$ cat config.mk
export PLATFORM = sky130hd
export DESIGN_NAME = uart_tx_fifo
export DESIGN_NICKNAME = d
export VERILOG_FILES = /design/src/rtl/uart_tx_fifo.sv
export SDC_FILE = /design/constraint.sdc
export NUM_CORES = 1
export LEC_CHECK = 0
export BUFFER_PORTS_ARGS = -buffer_cell sky130_fd_sc_hd__buf_2
export CAP_MARGIN = 20
export CORE_MARGIN = 5
export CORE_UTILIZATION = 61
export DETAILED_ROUTE_END_ITERATION = 8
export PLACE_DENSITY_LB_ADDON = 0.12
export SYNTH_ARGS = -nofsm -noshare
export SYNTH_HDL_FRONTEND = slang
export SYNTH_SLANG_ARGS = --single-unit
$ cat constraint.sdc
create_clock -name SYS_CLK -period 4.3 [get_ports SYS_CLK]
set_clock_uncertainty 0.15 [all_clocks]
set_input_delay 1.075 -clock SYS_CLK [delete_from_list [all_inputs] [get_ports SYS_CLK]]
set_output_delay 1.075 -clock SYS_CLK [all_outputs]
set_load 0.05 [all_outputs]
$ cat src/rtl/uart_tx_fifo.sv
// Byte FIFO feeding a UART transmitter one byte at a time.
// Optional sticky overflow flag: define UART_TX_FIFO_OVF_EN.
module uart_tx_fifo #(
  parameter int DEPTH_LOG2 = 4
) (
  input  logic                  SYS_CLK,
  input  logic                  RST_N,
  input  logic                  wr_en,
  input  logic [7:0]            wr_data,
  input  logic                  tx_busy,
  output logic                  tx_req,
  output logic [7:0]            tx_data,
  output logic                  full,
  output logic                  empty,
  output logic [DEPTH_LOG2:0]   level,
  output logic                  ovf_flag,
  input  logic                  ovf_clr
);

  localparam int DEPTH = 1 << DEPTH_LOG2;
  localparam logic [DEPTH_LOG2-1:0] PTR_ONE = DEPTH_LOG2'(1);
  localparam logic [DEPTH_LOG2:0]   LVL_ONE = (DEPTH_LOG2 + 1)'(1);

  typedef enum logic [1:0] {
    IDLE,
    REQ,
    WAIT_BUSY,
    WAIT_DONE
  } state_t;

  state_t state_q;
  state_t state_d;

  logic [7:0]            mem [DEPTH];
  logic [DEPTH_LOG2-1:0] rd_ptr;
  logic [DEPTH_LOG2-1:0] wr_ptr;
  logic [DEPTH_LOG2:0]   level_d;
  logic                  pop;
  logic                  acc;

  // Pop uses the registered empty, so a byte written this edge waits.
  assign pop = (state_q == IDLE) && !empty && !tx_busy;
  assign acc = wr_en && (!full || pop);

  always_comb begin
    state_d = state_q;
    unique case (state_q)
      IDLE:      if (!empty && !tx_busy) state_d = REQ;
      REQ:       state_d = WAIT_BUSY;
      WAIT_BUSY: if (tx_busy) state_d = WAIT_DONE;
      WAIT_DONE: if (!tx_busy) state_d = IDLE;
      default:   state_d = IDLE;
    endcase
  end

  always_comb begin
    level_d = level;
    unique case (1'b1)
      (acc && !pop): level_d = level + LVL_ONE;
      (pop && !acc): level_d = level - LVL_ONE;
      default:       level_d = level;
    endcase
  end

  always_ff @(posedge SYS_CLK) begin
    if (acc) mem[wr_ptr] <= wr_data;
  end

  always_ff @(posedge SYS_CLK or negedge RST_N) begin
    if (!RST_N) begin
      state_q <= IDLE;
      tx_req  <= 1'b0;
      tx_data <= 8'h00;
      rd_ptr  <= '0;
      wr_ptr  <= '0;
      level   <= '0;
      empty   <= 1'b1;
      full    <= 1'b0;
    end else begin
      state_q <= state_d;
      tx_req  <= pop;
      if (pop) begin
        tx_data <= mem[rd_ptr];
        rd_ptr  <= rd_ptr + PTR_ONE;
      end
      if (acc) wr_ptr <= wr_ptr + PTR_ONE;
      level <= level_d;
      empty <= (level_d == '0);
      full  <= level_d[DEPTH_LOG2];
    end
  end

`ifdef UART_TX_FIFO_OVF_EN
  logic drop;
  assign drop = wr_en && full && !pop;

  // A drop on the same edge as a clear wins.
  always_ff @(posedge SYS_CLK or negedge RST_N) begin
    if (!RST_N)       ovf_flag <= 1'b0;
    else if (drop)    ovf_flag <= 1'b1;
    else if (ovf_clr) ovf_flag <= 1'b0;
  end
`else
  logic unused_ovf_clr;
  assign unused_ovf_clr = ovf_clr;
  assign ovf_flag = 1'b0;
`endif

endmodule

==> results of run 1 <==
-- worst min-delay path by stage --
stage	startpoint	to	slack [ns]	cells past startpoint
floorplan	rd_ptr[0]	rd_ptr[1]	0.41	3
global placement	tx_data[0]	tx_data[0]	0.31	2
detailed placement	tx_data[0]	tx_data[0]	0.33	2
CTS	tx_data[0]	tx_data[0]	0.34	2
global route	tx_data[0]	tx_data[0]	0.39	2
finish	tx_data[0]	tx_data[0]	0.33	2
-- report_power, final --
group	switching, mW	total, mW	internal [mW]
sequential	0.265	2.09	1.82
clock	0.560	1.49	0.934
combinational	0.830	1.46	0.629
total	1.66	5.04	3.39
-- through the flow --
step / utilization, % / total power, mW
after floorplan: - / 3.18
after global placement: 65.2 / 3.53
after detailed placement: 65.2 / 3.57
after CTS: 71.2 / 5.08
after global routing: 71.2 / 5.28
final: 71.2 / 5.04
-- cell type report --
type                    instances  area (µm²)
clock buffers                  22         463
clock inverters                10         140
fillers                       625        2940
inverters                      12        45.0
multi-input cells             146        1710
flip-flops and latches        153        4470
well taps                     136         170
repair buffers                 42         248
-- flip-flops by register name (all words and copies together) (netlist names) --
register	flops
tx_data	8
tx_req	1
empty	1
mem	128
rd_ptr	4
state_q	2
level	4
full	1
wr_ptr	4
-- Yosys cell counts, types with 6 or more instances --
cell type  count
edfxtp_1     128
dfrtp_1       24
mux4_1        24
ha_1          12
nand2_1       12
inv_1         11
nor3_1        11
xnor2_1       10
mux2_2         9
mux4_2         9
nor2_1         8
a221o_1        7
mux2i_1        7
and2_1         6
o21ai_0        6
-- cell families (layout without fill, tap and decap cells) --
family / Yosys count / in the layout / synth area share, %
XOR/XNOR: 12 / 12 / 1.67
AO/OA/AOI/OAI: 22 / 22 / 2.54
buffers and inverters: 31 / 86 / 2.42
flip-flops: 153 / 153 / 70.9
adder cells (fa/ha/maj): 12 / 12 / 2.38
other: 1 / 1 / 0.0595
AND/OR/NAND/NOR: 50 / 50 / 4.13
multiplexers: 49 / 49 / 15.9
-- worst max-delay path, stage by stage, from the launching register on --
cell and delay (ns):
dfrtp_1 0.40, inv_1 0.11, ha_1 0.17, or3b_1 0.40, nand2_1 0.08, and2_1 0.16
inv_2 0.11, ha_1 0.28, xor2_1 0.21, ha_1 0.22, nor2_1 0.07, o31a_1 0.24
o211ai_1 0.20, xnor2_1 0.11, nor4b_1 0.26
-- per-layer routing --
| metal | track usage (%) | vias to the layer above | share of wire (%) |
|---|---|---|---|
| li1 | - | 1417 | - |
| met1 | 27.2 | 1613 | 41 |
| met2 | 33.4 | 106 | 51 |
| met3 | 4.02 | 10 | 7.0 |
| met4 | 6.73 | 0 | 0.85 |
| met5 | 0 | - | 0 |
==> run metrics, run 1 <==
cell area after synthesis=around 6300 µm²; routed vias=roughly 3,100; GPL Wtd Cong=~0.77; Fin Hold WS=roughly 0.33 ns; Initial Util=around three fifths; Final Non-Filler Cells=roughly 520; Req. time, crit path=4.56 ns; Worst Setup Path Type=flip-flop to flip-flop; Critical R2R Capture=empty; # diodes=0; yosys warns=0; arrival time at the worst endpoint=3.54 ns; Worst-Margin Slew=0.992 ns; sequential-to-total area share from yosys stat=70.9%; CTS resizes=0; most frequent cells in the layout=edfxtp_1, buf_2, mux4_1; top_reg_cell synth=edfxtp_1; Die ar.=~12,000 µm²; clock root cell=clkbuf_8; share of cells above drive strength 1=between 20% and 30%; post-synthesis cell count=330; Final Cycle Share=76.3%; Inst Count DP=about 490; largest net degree at the start of global routing=36; DR DRC count=0; cell row count=37; post-DP HPWL=7.24 mm; syn_nets=355; maxcap violations=0; Fmax=305 MHz; status=completed; Slew HR=approximately a third; Critical Path End=empty; FF+latch count, synth=approximately 150; Lkg Pwr=approximately 2.6 nW; total gr overflow=0; RSZ-0062 raised after global routing=false; CTS tree=yes; drt initial violations=around 280; core area=a little over 10,000 µm²; Setup TNS Final=0 ns; pwr dens=696 nW/µm²; Avg WL per Cell=around 22 µm; maximum VDD drop=between 0.0004 and 0.0005 V; R2R Setup Slk=about 1 ns; final setup fails=0; Post-Syn Area per Cell=19.1 µm²; CTS Buf Count=17; die height=roughly 110 µm; clk_lat worst skew=~0.52 ns; first-pass GRT wire length=between 15 and 20 mm; setup ws final=1.02 ns; Setup WS pre-CTS=between 0.5 and 0.6 ns; Die Width=112 µm; HP Class=flip-flop to flip-flop; Clock transition at path regs=around 0.060 ns; Routed Antenna Nets=0; critical path startpoint=state_q[1]; Ports=30; Area Overhead vs Synth=14.9%; CP Capture Type=flip-flop; reg-to-reg startpoint=state_q[1]; final wirelength=around 12 mm; Tot GR Track Use=between 20% and 30%; final hold violations=0; minimum clock period=approximately 3.3 ns; Critical Path Start Type=flip-flop; fin area=~7200 µm²; cell taking the most area after synthesis=edfxtp_1; vias in the first global route=between 3,000 and 4,000; drt first pass iters=5; Distinct cells, synth=37; R2R cell count=14; Post-synth EDFFs=128; # port buffers=27; Max Slew Vio Count=0; Placed Area=about 6600 µm²; commonest non-fill, non-tap cell in the layout=edfxtp_1; H-tree Lvls=4; post-synth top area share=about three fifths; DR vias/cell=between 6 and 7; antenna violations before repair=0; maximum fanout along the worst path=7; Post-CTS Hold Buffers=0; TritonCTS Sinks=153; Area contributors post-synth=edfxtp_1, mux4_1, dfrtp_1; Synth async-reset ratio=16.3%; Final nets=just under 400; setup repair bufs after CTS=0; CTS Buffer Depth=2
Power figures use the tool's default switching activity.
==> run 2, diff against run 1 <==
==> constraint.sdc (replaced) <==
create_clock -name SYS_CLK -period 3.3 [get_ports SYS_CLK]
set_clock_uncertainty 0.15 [all_clocks]
set_input_delay 0.825 -clock SYS_CLK [delete_from_list [all_inputs] [get_ports SYS_CLK]]
set_output_delay 0.825 -clock SYS_CLK [all_outputs]
set_load 0.05 [all_outputs]
==> run metrics, run 2 (same netlist as run 1, synthesis figures left out) <==
pwr dens=approximately 890 nW/µm²; sequential cell fraction of total power=about two fifths; routed vias=3,094; highest cell delay on the worst timing path=approximately 0.39 ns; Critical Path End=empty; setup repair bufs after CTS=0; Req. time, crit path=about 3.6 ns; Clock Power Share=between 20 and 30%; Placed Area=~6700 µm²; Area Overhead vs Synth=15.3%; Final nets=between 400 and 500; cell row count=37; CP max stage cell=dfrtp_1; sw frac=between 30% and 40%; Routed Antenna Nets=0; Worst-Margin Slew=about 0.94 ns; critical path startpoint=state_q[0]; Slew HR=37.1%; Die Width=around 110 µm; switching power=between 2 and 2.5 mW; maxcap violations=0; clock root cell=clkbuf_8; GPL Wtd Cong=around 0.75; minimum clock period=roughly 3.1 ns; DR vias/cell=around 5.9; post-layout util=a little under three quarters; status=completed; critical path, cell by cell=inv_1 > ha_1 > or3b_1 > nand2_1 > and2_1 > inv_4 > ha_4 > xor2_1 > ha_2 > buf_4 > a21oi_1 > xnor2_1 > nor2_1 > xnor2_1 > nor4b_1; fin area=about 7300 µm²; top flop regs=mem (128), tx_data (8); R2R Setup Slk=roughly 0.25 ns; commonest non-fill, non-tap cell in the layout=edfxtp_1; first-pass GRT wire length=roughly 18 mm; Critical Path Start Type=flip-flop; Tot GR Track Use=a little under a fifth; most frequent CP cell=xnor2_1; vias in the first global route=between 3,000 and 4,000; critical path depth in cells=15; drt first pass iters=6; TritonCTS Sinks=153; DR DRC count=0; RSZ-0062 raised after global routing=false; share of cells above drive strength 1=26.3%; Worst Setup Path Type=flip-flop to flip-flop; core area=~10,000 µm²; post-DP HPWL=roughly 7.2 mm; CTS resizes=0; Post-CTS Hold Buffers=0; Initial Util=61.9%; Ports=30; Die ar.=around 12,000 µm²; largest net degree at the start of global routing=36; most frequent cells in the layout=edfxtp_1, buf_2, mux4_1, dfrtp_1, buf_4; reg-to-reg startpoint=state_q[0]; R2R cell count=15; # port buffers=27; maximum fanout along the worst path=4; Fin Hold WS=approximately 0.15 ns; die height=~110 µm; Lkg Pwr=approximately 2.6 nW; Clock transition at path regs=around 0.06 ns; CP Capture Type=flip-flop; CP bufs+invs=3; Critical R2R Capture=empty; total gr overflow=0; Crit path max-delay family=simple AND/OR/NAND/NOR gates; drt initial violations=236; HP Class=input pin to async pin; arrival time at the worst endpoint=3.33 ns; Max Slew Vio Count=0; final setup fails=0; Fmax=roughly 330 MHz; internal power=about 4.3 mW; final hold violations=0; Largest Register=mem; clk_lat worst skew=between 0.5 and 0.6 ns; number of flip-flops in the largest register=approximately 130; Comb pwr share=a little under a third; final wirelength=about 11 mm; Avg WL per Cell=between 20 and 25 µm; Power, Total=about 6.5 mW; H-tree Lvls=4; antenna violations before repair=0; CTS Buffer Depth=2; CTS tree=yes; Final Cycle Share=between 90% and 100%; maximum VDD drop=0.000545 V; # diodes=0; CTS Buf Count=17
-- run 2: cell types whose count changed in the layout (fill, tap and decap cells not counted), moves of 2 or more --
cell and delta:
buf_4 +6, clkinv_4 +4, clkbuf_8 -3, ha_1 -2
-- run 2: cell type report --
class                   instances  area, µm²
flip-flops and latches        153       4470
fillers                       610       2910
multi-input cells             146       1720
clock buffers                  20        425
repair buffers                 48        293
well taps                     136        170
clock inverters                12        144
inverters                      12       47.5
-- run 2: metal layers --
layer	up-vias	part of all wire (%)	track usage [%]
met5	-	0	0
met3	14	5.8	5.92
met2	83	49	30.2
li1	1426	-	-
met4	0	1.1	6.24
met1	1571	44	25.7
-- run 2: worst min path at each step --
stage	endpoint	cells past startpoint	slack (ns)	startpoint
after global placement	tx_data[0]	2	0.31	tx_data[0]
after detailed placement	tx_data[0]	2	0.31	tx_data[0]
after CTS	state_q[1]	1	0.15	RST_N
final	full	1	0.15	RST_N
after floorplan	full	0	0.38	RST_N
after global routing	tx_data[6]	1	0.18	RST_N
-- run 2: stage by stage --
step	instances	worst slack [ns]	setup TNS [ns]
floorplan	330	-0.0112	-0.0112
global placement	495	-0.0257	-0.0257
detailed placement	495	-0.0281	-0.0281
CTS	527	0.227	0
global route	527	0.0426	0
finish	527	0.248	0
-- run 2: power by group through the flow --
| stage | combinational (mW) | clock (mW) | sequential (mW) |
|---|---|---|---|
| 6_report | 2.01 | 1.83 | 2.62 |
| 5_1_grt | 2.17 | 1.97 | 2.66 |
| 4_1_cts | 2.03 | 1.86 | 2.63 |
| 3_5_place_dp | 2.03 | 0 | 2.67 |
| 3_3_place_gp | 1.98 | 0 | 2.64 |
| 2_1_floorplan | 1.35 | 0 | 2.83 |
==> run 3, diff against run 2 <==
--- a/config.mk
+++ b/config.mk
@@ -10,6 +10,7 @@
 export CORE_MARGIN = 5
 export CORE_UTILIZATION = 61
 export DETAILED_ROUTE_END_ITERATION = 8
+export HOLD_SLACK_MARGIN = 0.05
 export PLACE_DENSITY_LB_ADDON = 0.12
 export SYNTH_ARGS = -nofsm -noshare
 export SYNTH_HDL_FRONTEND = slang
==> constraint.sdc (replaced) <==
create_clock -name SYS_CLK -period 3.3 [get_ports SYS_CLK]
set_clock_uncertainty 0.15 [all_clocks]
set_input_delay 0.825 -clock SYS_CLK [delete_from_list [all_inputs] [get_ports SYS_CLK]]
set_output_delay 0.825 -clock SYS_CLK [all_outputs]
set_load 0.01 [all_outputs]
==> run metrics, run 3 (same netlist as run 1, synthesis figures left out) <==
status=completed; Final Cycle Share=between 90 and 100%; clk_lat worst skew=0.51 ns; Power, Total=6.41 mW; final setup fails=0; sequential cell fraction of total power=around two fifths; Die Width=approximately 110 µm; largest net degree at the start of global routing=36; HP Class=input pin to async pin; number of flip-flops in the largest register=about 130; CTS Buf Count=17; Worst Setup Path Type=flip-flop to flip-flop; arrival time at the worst endpoint=around 3.4 ns; DR vias/cell=5.98; antenna violations before repair=0; Clock Power Share=a little under a third; most frequent cells in the layout=edfxtp_1, buf_2, mux4_1, dfrtp_1, buf_4; Critical Path Start Type=flip-flop; sw frac=29.7%; Slew HR=a little over 30%; Final nets=approximately 400; Max Slew Vio Count=0; Final Non-Filler Cells=roughly 530; maximum fanout along the worst path=4; final hold violations=0; vias in the first global route=around 3,200; TritonCTS Sinks=153; Avg WL per Cell=22.8 µm; die height=112 µm; Worst-Margin Slew=roughly 1.0 ns; drt first pass iters=4; Fmax=between 300 and 400 MHz; minimum clock period=between 3 and 4 ns; first-pass GRT wire length=roughly 19 mm; Inst Count DP=between 400 and 500; top flop regs=mem (128), tx_data (8); clock root cell=clkbuf_8; Setup TNS Final=0 ns; routed vias=~3,200; GPL Wtd Cong=roughly 0.75; Ports=30; internal power=approximately 4.5 mW; drt initial violations=between 200 and 250; Critical R2R Capture=empty; Req. time, crit path=~3.6 ns; Tot GR Track Use=about a fifth; RSZ-0062 raised after global routing=false; core area=a little over 10,000 µm²; pwr dens=about 870 nW/µm²; R2R cell count=14; share of cells above drive strength 1=27.0%; CP Capture Type=flip-flop; final wirelength=about 12 mm; # diodes=0; total gr overflow=0; # port buffers=27; commonest non-fill, non-tap cell in the layout=edfxtp_1; Lkg Pwr=between 2 and 3 nW; post-DP HPWL=7.48 mm; H-tree Lvls=4; maximum VDD drop=0.000573 V; Comb pwr share=27.2%; Die ar.=12,500 µm²; cell row count=37; R2R Setup Slk=0.22 ns; Largest Register=mem; CTS Buffer Depth=2; reg-to-reg startpoint=state_q[0]; Area Overhead vs Synth=16.2%; CTS tree=yes; Routed Antenna Nets=0; Initial Util=about three fifths; maxcap violations=0; Clock transition at path regs=~0.070 ns; DR DRC count=0; switching power=about 1.9 mW
run 3: cell types whose count changed in the layout (fill, tap and decap cells not counted), moves of 2 or more:
cell       previous run  this run
nor4_1                0         2
bufinv_16             2         4
clkbuf_1              3         1
nor4_2                4         2
clkinv_4              5         1
run 3: worst max-delay path, cell delays in order (launching register included):
cell      delay, ns
dfrtp_1        0.38
inv_1          0.12
ha_1           0.18
or3b_4         0.40
nand2_1        0.07
and2_1         0.18
inv_2          0.06
ha_2           0.18
xor2_1         0.18
ha_2           0.22
nor2_1         0.06
o31a_1         0.25
o211ai_1       0.21
xnor2_1        0.12
nor4b_2        0.23
run 3: how the worst max path moves through the flow:
stage / to / slack (ns) / start
detailed placement: empty / -0.02 / tx_busy
CTS: empty / 0.14 / state_q[0]
finish: empty / 0.22 / state_q[0]
floorplan: empty / 0.03 / tx_busy
global route: empty / 0.03 / state_q[0]
global placement: empty / 0.02 / tx_busy
run 3: final cells by class:
type | instances | area, µm²
sequential | 153 | 4470
clock buffer | 19 | 432
inverter | 12 | 45.0
timing repair buffer | 49 | 313
clock inverter | 13 | 190
tap | 136 | 170
fill | 645 | 2850
multi-input combinational | 146 | 1710
run 3: power groups by stage:
stage,Sequential [mW],Clock (mW),Combinational [mW]
floorplan,2.57,0,1.30
global placement,2.69,0,1.67
detailed placement,2.70,0,1.72
CTS,2.67,2.03,1.75
global route,2.70,2.14,1.90
finish,2.67,2.00,1.74
run 3: routing by layer:
metal,share of wire [%],track usage [%]
met5,0,0
met2,51,33.6
met1,42,27.8
met3,6.4,5.16
met4,1.1,6.73
run 3: stage by stage:
| step | hold WS, ns | area [µm²] | utilization (%) | setup WS (ns) |
|---|---|---|---|---|
| after global routing | 0.193 | 7330 | 72.0 | 0.0310 |
| after CTS | 0.160 | 7320 | 71.9 | 0.138 |
| after global placement | 0.314 | 6700 | 65.8 | 0.0234 |
| final | 0.162 | 7330 | 72.0 | 0.216 |
| after floorplan | 0.364 | 6310 | - | 0.0286 |
| after detailed placement | 0.319 | 6700 | 65.8 | -0.0153 |
run 3: repair_timing:
item,4_1_cts,5_1_grt
gates resized for setup,0,3
endpoints found under the setup margin,0,1
hold endpoints to repair,0,0
setup buffers,0,0
hold buffers,0,0
